**src/rtl/palette_colorizer.sv**
```systemverilog
// Palette/icon colorizer: two-stage pixel pipeline with a blanking-deferred palette write port.
// Optional icon-layer-0 blinking is enabled by defining COLORIZER_BLINK_EN.
module palette_colorizer #(
  parameter int COLOR_W      = 12,
  parameter int WORLD_W      = 2,
  parameter int N_ICON       = 2,
  parameter int BLINK_FRAMES = 30
) (
  input  logic                      clk,
  input  logic                      reset_n,
  input  logic [WORLD_W-1:0]        world_pixel,
  input  logic [N_ICON*COLOR_W-1:0] icon,
  input  logic                      video_on,
  input  logic                      hsync_in,
  input  logic                      vsync_in,
  input  logic                      pal_we,
  input  logic [WORLD_W-1:0]        pal_addr,
  input  logic [COLOR_W-1:0]        pal_data,
  output logic                      pal_busy,
  output logic                      pal_ack,
  output logic [COLOR_W/3-1:0]      VGA_R,
  output logic [COLOR_W/3-1:0]      VGA_G,
  output logic [COLOR_W/3-1:0]      VGA_B,
  output logic                      hsync_out,
  output logic                      vsync_out
);

  localparam int CW    = COLOR_W / 3;
  localparam int DEPTH = 1 << WORLD_W;
  localparam logic [COLOR_W-1:0] RED = {{CW{1'b1}}, {(COLOR_W-CW){1'b0}}};

  typedef enum logic [1:0] {
    IDLE    = 2'd0,
    PENDING = 2'd1,
    COMMIT  = 2'd2
  } wr_state_e;

  wr_state_e            state_q, state_d;
  logic [WORLD_W-1:0]   waddr_q;
  logic [COLOR_W-1:0]   wdata_q;
  logic                 latch_en;
  logic                 commit_en;

  logic [COLOR_W-1:0]   pal_q [DEPTH];

  logic [COLOR_W-1:0]        pix_q;
  logic [N_ICON*COLOR_W-1:0] icon_q;
  logic                      video_q;
  logic                      hs_q;
  logic                      vs_q;

  logic [COLOR_W-1:0]   rgb_q, rgb_d;
  logic                 hs_out_q;
  logic                 vs_out_q;
  logic                 suppress0;

  // ---------------------------------------------------------------- write FSM
  always_ff @(posedge clk or negedge reset_n) begin
    if (!reset_n) begin
      state_q <= IDLE;
      waddr_q <= '0;
      wdata_q <= '0;
    end else begin
      state_q <= state_d;
      if (latch_en) begin
        waddr_q <= pal_addr;
        wdata_q <= pal_data;
      end
    end
  end

  always_comb begin
    state_d   = state_q;
    latch_en  = 1'b0;
    commit_en = 1'b0;
    pal_busy  = 1'b0;
    pal_ack   = 1'b0;
    unique case (state_q)
      IDLE: begin
        if (pal_we) begin
          latch_en = 1'b1;
          state_d  = PENDING;
        end
      end
      PENDING: begin
        pal_busy = 1'b1;
        if (!video_on) begin
          commit_en = 1'b1;
          state_d   = COMMIT;
        end
      end
      COMMIT: begin
        pal_ack = 1'b1;
        state_d = IDLE;
      end
      default: state_d = IDLE;
    endcase
  end

  // ------------------------------------------------------------------ palette
  always_ff @(posedge clk or negedge reset_n) begin
    if (!reset_n) begin
      for (int unsigned i = 0; i < DEPTH; i++) begin
        if (i == 0)      pal_q[i] <= '1;
        else if (i == 2) pal_q[i] <= RED;
        else             pal_q[i] <= '0;
      end
    end else if (commit_en) begin
      pal_q[waddr_q] <= wdata_q;
    end
  end

  // ------------------------------------------------------------------ stage 1
  // The lookup reads pal_q before the commit's NBA lands, so a same-edge read sees the old entry.
  always_ff @(posedge clk or negedge reset_n) begin
    if (!reset_n) begin
      pix_q   <= '0;
      icon_q  <= '0;
      video_q <= 1'b0;
      hs_q    <= 1'b1;
      vs_q    <= 1'b1;
    end else begin
      pix_q   <= pal_q[world_pixel];
      icon_q  <= icon;
      video_q <= video_on;
      hs_q    <= hsync_in;
      vs_q    <= vsync_in;
    end
  end

  // -------------------------------------------------------------------- blink
`ifdef COLORIZER_BLINK_EN
  logic [7:0] frame_cnt_q;
  logic       phase_q;
  logic       vs_fall;

  // vs_out_q is vs_q delayed one cycle, so this marks a falling edge of the registered vsync.
  assign vs_fall = vs_out_q & ~vs_q;

  always_ff @(posedge clk or negedge reset_n) begin
    if (!reset_n) begin
      frame_cnt_q <= '0;
      phase_q     <= 1'b0;
    end else if (vs_fall) begin
      if (frame_cnt_q == 8'(BLINK_FRAMES - 1)) begin
        frame_cnt_q <= '0;
        phase_q     <= ~phase_q;
      end else begin
        frame_cnt_q <= frame_cnt_q + 8'd1;
      end
    end
  end

  assign suppress0 = phase_q;
`else
  assign suppress0 = 1'b0;
`endif

  // ------------------------------------------------------------------ stage 2
  always_comb begin
    logic found;
    rgb_d = pix_q;
    found = 1'b0;
    for (int unsigned k = 0; k < N_ICON; k++) begin
      if (!found && (icon_q[k*COLOR_W +: COLOR_W] != '0) && !(k == 0 && suppress0)) begin
        rgb_d = icon_q[k*COLOR_W +: COLOR_W];
        found = 1'b1;
      end
    end
    if (!video_q) rgb_d = '0;
  end

  always_ff @(posedge clk or negedge reset_n) begin
    if (!reset_n) begin
      rgb_q    <= '0;
      hs_out_q <= 1'b1;
      vs_out_q <= 1'b1;
    end else begin
      rgb_q    <= rgb_d;
      hs_out_q <= hs_q;
      vs_out_q <= vs_q;
    end
  end

  assign VGA_R     = rgb_q[COLOR_W-1 -: CW];
  assign VGA_G     = rgb_q[2*CW-1 -: CW];
  assign VGA_B     = rgb_q[CW-1:0];
  assign hsync_out = hs_out_q;
  assign vsync_out = vs_out_q;

endmodule
```
**config.mk**
```make
export PLATFORM = sky130hd
export DESIGN_NAME = palette_colorizer
export DESIGN_NICKNAME = d
export VERILOG_FILES = /design/src/rtl/palette_colorizer.sv
export SDC_FILE = /design/constraint.sdc
export NUM_CORES = 1
export LEC_CHECK = 0
export ABC_CLOCK_PERIOD_IN_PS = 1500
export CELL_PAD_IN_SITES_DETAIL_PLACEMENT = 0
export CELL_PAD_IN_SITES_GLOBAL_PLACEMENT = 1
export CORE_MARGIN = 1.5
export CORE_UTILIZATION = 41
export DETAILED_ROUTE_END_ITERATION = 12
export GPL_TIMING_DRIVEN = 0
export PLACE_DENSITY = 0.72
export REMOVE_ABC_BUFFERS = 1
export SYNTH_ARGS = -nofsm -noshare
export SYNTH_HDL_FRONTEND = slang
export SYNTH_SLANG_ARGS = --single-unit
```
**constraint.sdc**
```tcl
create_clock -name clk -period 1.5 [get_ports clk]
set_input_delay 0.3 -clock clk [delete_from_list [all_inputs] [get_ports clk]]
set_output_delay 0.3 -clock clk [all_outputs]
set_load 0.03 [all_outputs]
```
==> impl_metrics.env, run 1 <==
export IMPL_grt_util_met2=0.276
export IMPL_drc=0
export IMPL_die_area_um2=11400
export IMPL_synth_main_ff_cell="dfrtp_1"
export IMPL_synth_top_area_share=0.552
export IMPL_status="complete, but fails checks"
export IMPL_drv_cap=0
export IMPL_relSlewSlack=0.321
export IMPL_cts_inserted_buffers=17
export IMPL_layout_nets=417
export IMPL_dieWidth_um=107
export IMPL_initial_core_util=0.424
export IMPL_grt_usage=0.176
export IMPL_setup_viol=60
export IMPL_start_kind="flip-flop"
export IMPL_yosysMostFrequentCell="dfrtp_1"
export IMPL_dr_pass1_iters=4
export IMPL_io_buffer_count=61
export IMPL_hold_ws_ps=193
export IMPL_finalPower_mw=11.7
export IMPL_layout_setup_ws_ps=-170
export IMPL_synthCells=271
export IMPL_power_leakage_nw=2.81
export IMPL_ant_nets=0
export IMPL_cts_tree="yes"
export IMPL_ys_ff_latch=117
export IMPL_p_per_area_nw_per_um2=1770
export IMPL_clk_path_buf_depth=2
export IMPL_place_gp_congestion=0.705
export IMPL_worstPathCellList="nor4_4, and3_4, o31ai_4, a21oi_1"
export IMPL_synth_area_leaders="dfrtp_1 55%, mux2_2 16%, dfstp_2 12%"
export IMPL_dp_hpwl_mm=5.14
export IMPL_crit_path_end_kind="flip-flop"
export IMPL_synth_edf_count=0
export IMPL_synth_common_cells="97 x dfrtp_1, 61 x mux2_2, 20 x dfstp_2"
export IMPL_clk_latency_ps=520
export IMPL_grt_max_degree=78
export IMPL_grtUsageMet1=0.219
export IMPL_area_growth_pct=49.8
export IMPL_drive_above_1_share=0.549
export IMPL_synth_area_per_cell_um2=16.2
export IMPL_grt_met3_usage=0.0693
export IMPL_yosysSeqAreaShare=0.671
export IMPL_grt_pass1_vias=2835
export IMPL_die_h_um=107
export IMPL_pin_count=62
export IMPL_grt_overflow=0
export IMPL_cpPeakStageDelay_ps=450
export IMPL_worstPathRequired_ps=1920
export IMPL_tightest_slew_ps=1020
export IMPL_path_max_fanout=6
export IMPL_netlist_area_um2=4400
export IMPL_arrival_ps=2090
export IMPL_dpl_instance_area_um2=5140
export IMPL_rows=37
export IMPL_slew_viol_final=0
export IMPL_period_share=1.11
export IMPL_core_area_um2=10400
export IMPL_ys_types=24
export IMPL_ys_warn_count=0
export IMPL_antenna_cells=0
export IMPL_fin_skew_ps=6.82
export IMPL_clk_pin_slew_worst_paths_ps=50
export IMPL_via_per_inst=5.26
export IMPL_drt_first_iter_violations=84
export IMPL_holdCritPathClass="in2reg"
export IMPL_fin_area_um2=6590
export IMPL_fin_tns_setup_ps=-6360
export IMPL_ir_drop_v=0.00107
export IMPL_rsz0062_at_grt="true"
export IMPL_totalWireLength_mm=9.93
export IMPL_worstSetupPathType="reg2reg"
export IMPL_fin_crit_ps=1670
export IMPL_grt_first_pass_wirelength_mm=14.8
export IMPL_crit_slowest_cell="nor4_4"
export IMPL_synth_largest_area_cell="dfrtp_1"
export IMPL_h_tree_depth=4
export IMPL_detail_route_wl_per_cell_um=19.1
export IMPL_via_count=2736
export IMPL_max_freq_mhz=599
export IMPL_synth_async_reset_ratio=1.00
export IMPL_top_usage_layer="met2"
export IMPL_hold_viol=0
export IMPL_antenna_found_initial=0
export IMPL_numClockSinks=117
export IMPL_failed_checks="negative setup slack"
export IMPL_root_buffer="clkbuf_8"
export IMPL_post_place_ws_ps=-888
[per-layer routing]
metal,vias to the layer above,part of all wire
li1,1192,-
met1,1450,0.41
met2,77,0.52
met3,17,0.046
met4,0,0.020
met5,-,0
[worst max-delay path: cells and delay by family, from the launching register on]
family	cells	cell delay, ps
flops	1	420
simple gates	2	860
compound gates	2	300
[flip-flops by register name, indices dropped and copies added, names as in the netlist]
| register | count |
|---|---|
| wdata_q | 12 |
| pix_q | 12 |
| state_q | 2 |
| vsync_out | 1 |
| vs_q | 1 |
| pal_q | 48 |
| waddr_q | 2 |
| icon_q | 24 |
| hsync_out | 1 |
| video_q | 1 |
| hs_q | 1 |
| rgb_q | 12 |
[placed cells by master (no fill, tap or decap), types with 3 or more instances in the layout]
master and n:
dfstp_2 20, inv_1 12, and3_4 4, a21oi_1 6, nor3b_4 3, bufinv_16 4, mux4_2 12, buf_12 4
o31ai_4 10, clkbuf_16 18, clkdlybuf4s50_1 43, buf_4 14, a21oi_2 6, buf_2 4, clkdlybuf4s15_2 8, clkbuf_8 5
o21ai_1 4, buf_6 12, o21ai_0 7, clkinv_2 6, dfrtp_1 95, mux2_4 38, nor4_4 6, mux2_2 24
[through the flow]
| stage | instances | utilization |
|---|---|---|
| 3_3_place_gp | 456 | 0.493 |
| 4_1_cts | 504 | 0.600 |
| 3_5_place_dp | 457 | 0.495 |
| 5_1_grt | 520 | 0.635 |
| 6_report | 520 | 0.635 |
| 2_1_floorplan | 259 | - |
[final timing paths]
path / start / to / slack (ps) / cells after the start
worst max-delay path: icon_q[17] / rgb_q[9] / -170 / 4
worst min-delay path: hsync_in / hs_q / 190 / 1
worst max register to register: icon_q[17] / rgb_q[9] / -170 / 4
worst min register to register: hs_q / hsync_out / 350 / 0
max in group asynchronous: reset_n / hsync_out / 410 / 3
min in group asynchronous: reset_n / pal_q[14] / 310 / 2
[cells by family after synthesis]
family / synth area share
AND/OR/NAND/NOR: 0.0333
multiplexers: 0.220
AO/OA/AOI/OAI: 0.0495
flip-flops: 0.671
buffers and inverters: 0.0259
[where the power goes]
part	total, mW	internal (mW)	switching, mW
Sequential	5.08	4.35	0.726
Combinational	2.37	1.64	0.730
Clock	4.20	2.85	1.35
[what timing repair did]
item,CTS,global route
hold buffers,1,0
gates resized for setup,120,69
setup buffers,12,15
endpoints found under the hold margin,33,0
pin swaps,8,18
endpoints found under the setup margin,103,70
gates cloned,2,3
[cell type report]
class,count,area [µm²]
Timing Repair Buffer,90,957
Clock inverter,10,150
Clock buffer,22,473
Tap cell,136,170
Sequential cell,117,2960
Inverter,12,45.0
Multi-Input combinational cell,133,1840
Fill cell,742,3780
Note: power is estimated with default switching activity, not from simulation.
==> run 2, diff against run 1 <==
- REMOVE_ABC_BUFFERS: 1 -> default
==> run 2 against run 1 <==
Effect of this change:
- the flow still finishes with violations (negative setup slack)
- flip-flop and latch count unchanged
- non-clock buffer count up 1
- critical path depth up 1
- cell area down 3.5%
- highest routed layer unchanged
- fmax up 2.9%
==> impl_metrics.env, run 2 (synthesis results as in run 1) <==
export IMPL_worstPathRequired_ps=1930
export IMPL_nFillCells=783
export IMPL_max_freq_mhz=616
export IMPL_reg_largest_list="pal_q (48), icon_q (24)"
export IMPL_cts_inserted_buffers=17
export IMPL_dr_pass1_iters=4
export IMPL_pin_count=62
export IMPL_crit_slowest_cell="nor4_4"
export IMPL_cts_tree="yes"
export IMPL_setup_viol=72
export IMPL_clk_path_buf_depth=2
export IMPL_crit_path_end_kind="flip-flop"
export IMPL_numClockSinks=117
export IMPL_antenna_cells=0
export IMPL_holdCritPathClass="in2reg"
export IMPL_hold_viol=0
export IMPL_die_h_um=107
export IMPL_grt_max_degree=65
export IMPL_p_comb_frac=0.189
export IMPL_rows=37
export IMPL_largest_register_ffs=48
export IMPL_power_leakage_nw=2.69
export IMPL_drt_first_iter_violations=115
export IMPL_layout_setup_ws_ps=-123
export IMPL_dp_hpwl_mm=5.65
export IMPL_rsz0062_at_grt="true"
export IMPL_tightest_slew_ps=690
export IMPL_via_per_inst=4.97
export IMPL_grt_overflow=0
export IMPL_worstSetupPathType="reg2reg"
export IMPL_finish_utilization=0.613
export IMPL_final_common_cell="dfrtp_1"
export IMPL_ant_nets=0
export IMPL_clk_pin_slew_worst_paths_ps=50
export IMPL_synth_nets=317
export IMPL_drv_cap=0
export IMPL_worstPathCellList="nor4_4, and3_4, buf_6, o21ai_0, a21oi_1"
export IMPL_failed_checks="negative setup slack"
export IMPL_antenna_found_initial=0
export IMPL_power_frac_seq=0.445
export IMPL_final_cell_mix="96 x dfrtp_1, 44 x clkdlybuf4s50_1, 43 x mux2_2"
export IMPL_swShare=0.245
export IMPL_grt_usage=0.179
export IMPL_ir_drop_v=0.00101
export IMPL_layout_nets=415
export IMPL_detail_route_wl_per_cell_um=18.2
export IMPL_grt_first_pass_wirelength_mm=15.0
export IMPL_area_growth_pct=44.6
export IMPL_place_gp_congestion=0.815
export IMPL_io_buffer_count=61
export IMPL_arrival_ps=2050
export IMPL_cpPeakStageDelay_ps=450
export IMPL_fin_crit_ps=1620
export IMPL_status="complete, but fails checks"
export IMPL_fin_tns_setup_ps=-5380
export IMPL_h_tree_depth=4
export IMPL_die_area_um2=11400
export IMPL_drc=0
export IMPL_period_share=1.08
export IMPL_regMostFlops="pal_q"
export IMPL_start_kind="flip-flop"
export IMPL_intPower_mw=8.51
export IMPL_fin_skew_ps=10.5
export IMPL_core_area_um2=10400
export IMPL_p_clk_frac=0.366
export IMPL_grt_pass1_vias=2867
export IMPL_drive_above_1_share=0.539
export IMPL_slew_viol_final=0
export IMPL_p_per_area_nw_per_um2=1770
export IMPL_initial_core_util=0.424
export IMPL_via_count=2576
export IMPL_totalWireLength_mm=9.42
export IMPL_power_switching_mw=2.77
export IMPL_clk_latency_ps=520
export IMPL_root_buffer="clkbuf_8"
export IMPL_dieWidth_um=107
export IMPL_relSlewSlack=0.540
export IMPL_path_max_fanout=10
-- run 2: cell types whose count changed in the layout (fill, tap and decap cells not counted), sizes merged --
cell           previous run  this run
clkbuf                   24        21
dlygate4sd2               1         0
nand3                     4         3
clkdlybuf4s50            43        44
buf                      35        34
and3                      4         2
clkinvlp                  0         4
clkdlybuf4s15             8         9
-- run 2: metrics by stage --
stage               instances  hold WS, ps  power, mW  area, µm²  setup slack (ps)
floorplan                 271         4.41       6.12       4400             -5.74
global route              518          185       11.8       6360              -184
detailed placement        469          347       6.80       5210              -601
global placement          468          348       6.68       5180             -4160
CTS                       514          172       11.2       6160              -104
finish                    518          198       11.3       6360              -123
-- run 2: worst paths after layout --
| check | start | to | slack [ps] | depth (start not counted) |
|---|---|---|---|---|
| worst max-delay path | icon_q[2] | rgb_q[3] | -120 | 5 |
| worst min-delay path | vsync_in | vs_q | 200 | 1 |
| worst max register to register | icon_q[2] | rgb_q[3] | -120 | 5 |
| worst min register to register | vs_q | vsync_out | 350 | 0 |
| max in group asynchronous | reset_n | pal_q[44] | 340 | 3 |
| min in group asynchronous | reset_n | icon_q[0] | 390 | 2 |
-- run 2: layout make-up --
cell class,instances,area (µm²),area share
Inverter,12,45.0,0.00708
Tap cell,136,170,0.0268
Multi-Input combinational cell,130,1670,0.262
Sequential cell,117,2950,0.464
Clock buffer,18,428,0.0673
Clock inverter,14,184,0.0289
Buffer,12,115,0.0181
Timing Repair Buffer,79,797,0.125
-- run 2: layer usage --
layer	wire, µm	track usage	part of all wire
met1	4290	0.233	0.46
met2	4600	0.281	0.49
met3	419	0.0590	0.044
met4	109	0.0676	0.012
met5	0	0	0
-- run 2: power by group through the flow --
| stage | Sequential, mW | Combinational [mW] | Clock (mW) |
|---|---|---|---|
| after global placement | 4.94 | 1.74 | 0 |
| final | 5.01 | 2.13 | 4.13 |
| after CTS | 4.98 | 2.00 | 4.21 |
| after global routing | 5.16 | 2.29 | 4.35 |
| after floorplan | 4.82 | 1.30 | 0 |
| after detailed placement | 4.99 | 1.80 | 0 |
-- run 2: critical path: cells and delay by family, from the launching register on --
kind	cells	cell delay [ps]
AOI/OAI and AO/OA	2	260
buffers and inverters	1	130
and+or+nand+nor	2	720
DFF	1	420
-- run 2: repair_timing --
action / in CTS / in global routing
cloned: 2 / 1
buffers inserted: 10 / 3
pin swaps: 10 / 10
resized for setup: 117 / 55
hold buffers: 1 / 0
hold endpoints to repair: 46 / 0
endpoints found under the setup margin: 80 / 85
==> run 3, diff against run 2 <==
- CTS_CLUSTER_DIAMETER: default -> 100
==> results of run 3 <==
No change in the layout: final DEF, timing and power equal those of run 2.
==> edit 1: new RTL, settings of run 2 <==
The option `COLORIZER_BLINK_EN` is turned on by a define.
--- a/src/rtl/palette_colorizer.sv
+++ b/src/rtl/palette_colorizer.sv
@@ -2,2 +2,4 @@
 // Optional icon-layer-0 blinking is enabled by defining COLORIZER_BLINK_EN.
+`define COLORIZER_BLINK_EN
+
 module palette_colorizer #(
Behaviour: no difference found for any inputs over 10 cycles, from zero or initial values and one cycle with reset_n low; that may be too few to reach the edited logic, so the function may still have changed.
==> edit 1 against run 2 <==
The flow still finishes with violations (setup timing); cell area grew 15%; sequential cell count grew 9; area after synthesis grew 14%; core utilization shrank 0.21 points; total power grew 15%; via count grew 18%; clock power grew 11%; count of clock-buffer cells in the layout grew 4; wire length grew 16%; combinational power grew 35%; setup slack lost 0.13 ns; largest power group unchanged.
==> edit 1: results (changes against run 2) <==
Run status
  • Status: finished with violations
  • Failing checks: setup timing

Detailed routing
  • Post-Route M1 WL: 4885 um (+14%)
  • Total number of vias: 3,049 (+18%)
  • TritonRoute pass-1 iters: 6 (+2)
  • 1st-iter DRT viols: 131 (+14%)
  • WL met3: 399 um (-4.8%)
  • Met2 routed WL: 5406 um (+18%)

CTS
  • Clk root buf: clkbuf_16
  • Worst skew pair latency: 0.41 ns (-0.11 ns)

Power
  • Static leakage: 0.003211 uW (+19%)
  • Worst VDD drop: 1.074 mV (+6.0%)
  • PwrDens: 1771 nW/um^2 (about the same)

Placement
  • Final Wtd Congestion: 0.7771 (-4.7%)
  • DP Area: 5876 sq um (+13%)

Timing
  • Worst setup margin: -0.2513 ns (-0.1286 ns)
  • Fin Hold WS: 0.09717 ns (-0.1006 ns)
  • Clk_skew: 0.007879 ns (-0.002664 ns)
  • Setup_tns: -11.95 ns (-6.568 ns)
  • # setup viols final: 69 (-4.2%)
  • Slew @ Worst Pin: 0.7011 ns (+0.01151 ns)

Global route
  • Number of global-route vias before repair: 3,206 (+12%)
  • GRT Overall Usage: 0.1750 (-0.004436)
  • First-pass GRT wire length: 16,980 um (+13%)
  • Pin count of the biggest net entering global routing: 91 (+40%)

Layout
  • Filler cells: 876 (+12%)
  • Layout cells sized above 1: 0.5069 (-0.03235)

Logic synthesis
  • Synth area leaders: dfrtp_1 (53%), dfstp_2 (10%), mux2_2 (9.2%)
  • Distinct cells, synth: 45 (+88%)
  • Synth top cells by count: dfrtp_1 (106), mux2_2 (41), dfstp_2 (20), mux2_4 (20), nor2_1 (14)

Setup path
  • Crit path max fanout: 5 (-5)
  • Slowest cell on the critical path: or3b_4
  • Largest incremental delay on the critical path: 0.41 ns (-0.04 ns)
edit 1: changes by cell type in the layout (fill, tap and decap cells not counted), sizes merged, moves of 8 or more:
cell and change:
o21ai -9, dlygate4sd2 +12, a221oi +12, clkdlybuf4s15 -9, a41oi +8, buf +12
nor2 +13, dfrtp +9, o31ai -10, a21oi -9
edit 1: logic make-up after synthesis:
family / Yosys count / share of synthesized area
xor gates and xnor gates: 4 / 0.006987
buffers and inverters: 18 / 0.02021
DFF: 126 / 0.6337
and+or+nand+nor: 51 / 0.07385
muxes: 74 / 0.2081
AOI/OAI and AO/OA: 34 / 0.05214
adders and majority gates: 2 / 0.004989
edit 1: path summary, 6_finish.rpt:
| path | startpoint | cells after the start | endpoint |
|---|---|---|---|
| hold reg to reg | hs_q$_DFF_PN1_ | 0 | hsync_out$_DFF_PN1_ |
| setup reg to reg | state_q[1]$_DFFE_PN0P_ | 4 | pal_q[13]$_DFFE_PN0P_ |
| hold / removal | video_on | 1 | video_q$_DFF_PN0_ |
| setup / recovery | state_q[1]$_DFFE_PN0P_ | 4 | pal_q[13]$_DFFE_PN0P_ |
| min in group asynchronous | reset_n | 2 | waddr_q[0]$_DFFE_PN0P_ |
| max in group asynchronous | reset_n | 3 | pal_q[38]$_DFFE_PN1P_ |
edit 1: repair_timing:
item / 4_1_cts / 5_1_grt
gates resized for setup: 82 / 73
pin swaps: 10 / 27
gates cloned: 2 / 3
hold buffers: 1 / 0
setup buffers: 13 / 13
endpoints found under the setup margin: 95 / 80
hold endpoints to repair: 32 / 0
edit 1: final cells by class:
cell class,instances,share of cell area
clock inverter,10,0.02482
inverter,5,0.003252
timing repair buffer,93,0.1261
sequential,126,0.4351
multi-input combinational,165,0.2980
clock buffer,22,0.06760
tap,147,0.02516
buffer,13,0.02002
edit 1: power breakdown:
part	switching, uW	internal [uW]	total, uW
sequential	838	4660	5500
clock	1420	3160	4580
combinational	925	1950	2870
edit 1: metal layers:
layer | vias up | GRT usage
li1 | 1383 | -
met2 | 69 | 0.2767
met1 | 1580 | 0.2255
met5 | - | 0
met4 | 0 | 0.07583
met3 | 17 | 0.05207
edit 1: stage by stage:
step	power, uW	instances
2_1_floorplan	7012	309
3_3_place_gp	7650	517
3_5_place_dp	7799	518
4_1_cts	12720	566
5_1_grt	13530	581
6_report	12950	581
==> edit 2: new RTL, settings of run 2 <==
Without the edit above. The output `vsync_out` loses its register stage (`vs_out_q` becomes a continuous assignment). Comments in the files are not updated.
--- a/src/rtl/palette_colorizer.sv
+++ b/src/rtl/palette_colorizer.sv
@@ -176,3 +176,2 @@
       hs_out_q <= 1'b1;
-      vs_out_q <= 1'b1;
     end else begin
@@ -180,5 +179,6 @@
       hs_out_q <= hs_q;
-      vs_out_q <= vs_q;
     end
   end
+
+  assign vs_out_q = vs_q;
 
Check against the original RTL: not equivalent (Yosys sat finds a counterexample within 4 cycles, from zero or initial values and one cycle with reset_n low).
==> edit 2 against run 2 <==
The run still ends with setup timing left; sequential power about the same; setup slack worse by 0.048 ns; wire length down 2.1%; sequential cell count down 1; first-iteration DRC count up 3.5%; area after synthesis down 0.60%; total power down 3.8%; cell area down 0.94%; critical path type unchanged; largest cell class unchanged.
==> edit 2: results (changes against run 2) <==
Setup path
  • Largest incremental delay on the critical path: 0.45 ns (about the same)
  • Delay-heaviest family, CP: simple AND/OR/NAND/NOR gates
  • R2R depth: 6 (+1)
  • Reg2reg start: state_q[1]$_DFFE_PN0P_
  • Slowest cell on the critical path: dfrtp_2
  • CP arrival: 2.06 ns
  • R2R Path End: pal_q[13]$_DFFE_PN0P_
  • Crit path max fanout: 5 (-5)

Detailed routing
  • WL final: 9214 um (-2.1%)
  • TritonRoute pass-1 iters: 4 (unchanged)
  • DRC Markers: 0 (unchanged)
  • 1st-iter DRT viols: 119 (+3.5%)
  • Total number of vias: 2,567 (-0.35%)

Logic synthesis
  • Synth area leaders: dfrtp_1 (56%), mux2_2 (16%), dfstp_2 (11%)
  • Distinct cells, synth: 24 (unchanged)
  • Total nets after synthesis: 316 (-0.32%)
  • Async set-reset flop share out of synthesis: 1.000 (unchanged)
  • Sequential area share after synthesis: 0.6692 (-0.001976)
  • Synth top cells by count: dfrtp_1 (97), mux2_2 (61), dfstp_2 (19)
  • Synth warnings: 0 (unchanged)

Placement
  • Final Wtd Congestion: 0.7775 (-4.6%)
  • DP Area: 5182 sq um (-0.50%)
  • Post-DP HPWL: 5630 um (-0.29%)
  • I/O Buffers: 61 (unchanged)

Global route
  • First-pass GRT wire length: 14,490 um (-3.4%)
  • GRT Overall Usage: 0.1736 (-0.005831)
  • Number of global-route vias before repair: 2,717 (-5.2%)
  • Pin count of the biggest net entering global routing: 75 (+15%)
  • Initial antenna violation count: 0 (unchanged)

CTS
  • Clk root buf: clkbuf_8
  • Clock transition at the registers of the reported paths: 0.05 ns (about the same)
  • Worst skew pair latency: 0.51 ns
  • Max Buffers Root-to-Sink: 2 (unchanged)
  • H-Tree Depth: 4 (unchanged)
  • Total CTS buffers: 17 (unchanged)

Timing
  • Slew margin rel.: 0.6286 (+0.08825)
  • # setup viols final: 61 (-15%)
  • Worst setup margin: -0.1706 ns (-0.04796 ns)
  • Clk_skew: 0.008064 ns (-0.002478 ns)
  • Setup_tns: -7.310 ns (-1.926 ns)

Hold path
  • Hold Path Depth: 1 (unchanged)
  • Hold/Removal Path Class: primary input to flop
  • Worst Hold Launch: vsync_in
  • Hold Path Sink: vsync_out$_DFF_PN1_

Run status
  • Failing checks: setup timing
  • Status: finished with violations

Power
  • Static leakage: 0.002634 uW (-2.1%)
  • Worst VDD drop: 0.6683 mV (-34%)

Layout
  • Final net count: 411 (-0.96%)
  • Largest regs: pal_q x48, icon_q x24
  • # diodes: 0 (unchanged)
  • Layout cells sized above 1: 0.5238 (-0.01546)
[edit 2: power breakdown]
part           internal [uW]  leakage [uW]  total (uW)  switching (uW)
Sequential              4320       0.00137        5020             696
Clock                   2350      0.000264        3730            1380
Combinational           1420       0.00100        2100             675
Total                   8100       0.00263       10800            2750
[edit 2: stage by stage]
step	hold WS, ns	cells	setup slack (ns)	utilization
final	0.2025	514	-0.1706	0.6102
after global routing	0.1836	514	-0.2197	0.6102
after CTS	0.1862	509	-0.1072	0.5945
after detailed placement	0.3243	468	-0.5808	0.5020
after global placement	0.3456	467	-4.005	0.4996
after floorplan	0.004409	270	-0.005744	-
[edit 2: worst max-delay path by stage]
stage | startpoint | endpoint | slack [ns] | cells after the start
final | state_q[1]$_DFFE_PN0P_ | pal_q[13]$_DFFE_PN0P_ | -0.17 | 6
after global routing | state_q[1]$_DFFE_PN0P_ | pal_q[30]$_DFFE_PN0P_ | -0.22 | 6
after CTS | state_q[1]$_DFFE_PN0P_ | pal_busy | -0.11 | 2
after detailed placement | pal_we | wdata_q[8]$_DFFE_PN0P_ | -0.58 | 4
after global placement | reset_n | wdata_q[1]$_DFFE_PN0P_ | -4.01 | 1
after floorplan | state_q[1]$_DFFE_PN0P_ | waddr_q[0]$_DFFE_PN0P_ | -0.006 | 3
[edit 2: cell families after synthesis]
group / count (synthesis) / share of synthesized area
DFF: 116 / 0.6692
muxes: 74 / 0.2215
AOI/OAI and AO/OA: 37 / 0.04979
buffers and inverters: 24 / 0.02604
and+or+nand+nor: 19 / 0.03348
[edit 2: metal layers]
layer  share of wire  vias to the layer above  routed length, um  global-route usage
met3           0.036                        7                334             0.04292
met4          0.0097                        0                 89             0.06660
met1            0.43                     1332               3946              0.2175
met2            0.53                       54               4845              0.2908
li1                -                     1174                  -                   -
met5               0                        -                  0                   0
[edit 2: area by class of cell]
type                    count  area (sq um)
fillers                   772          4024
flip-flops and latches    116          2928
inverters                  12         45.04
plain buffers              12         131.4
clock inverters            13         136.4
repair buffers             76         792.0
clock buffers              19         421.7
multi-input cells         130          1675
well taps                 136         170.2
[edit 2: timing repair]
action	CTS	global route
hold endpoints to repair	39	0
resized for setup	133	27
pin swaps	8	1
cloned	2	2
hold buffers	1	0
buffers inserted	6	3
endpoints found under the setup margin	80	61
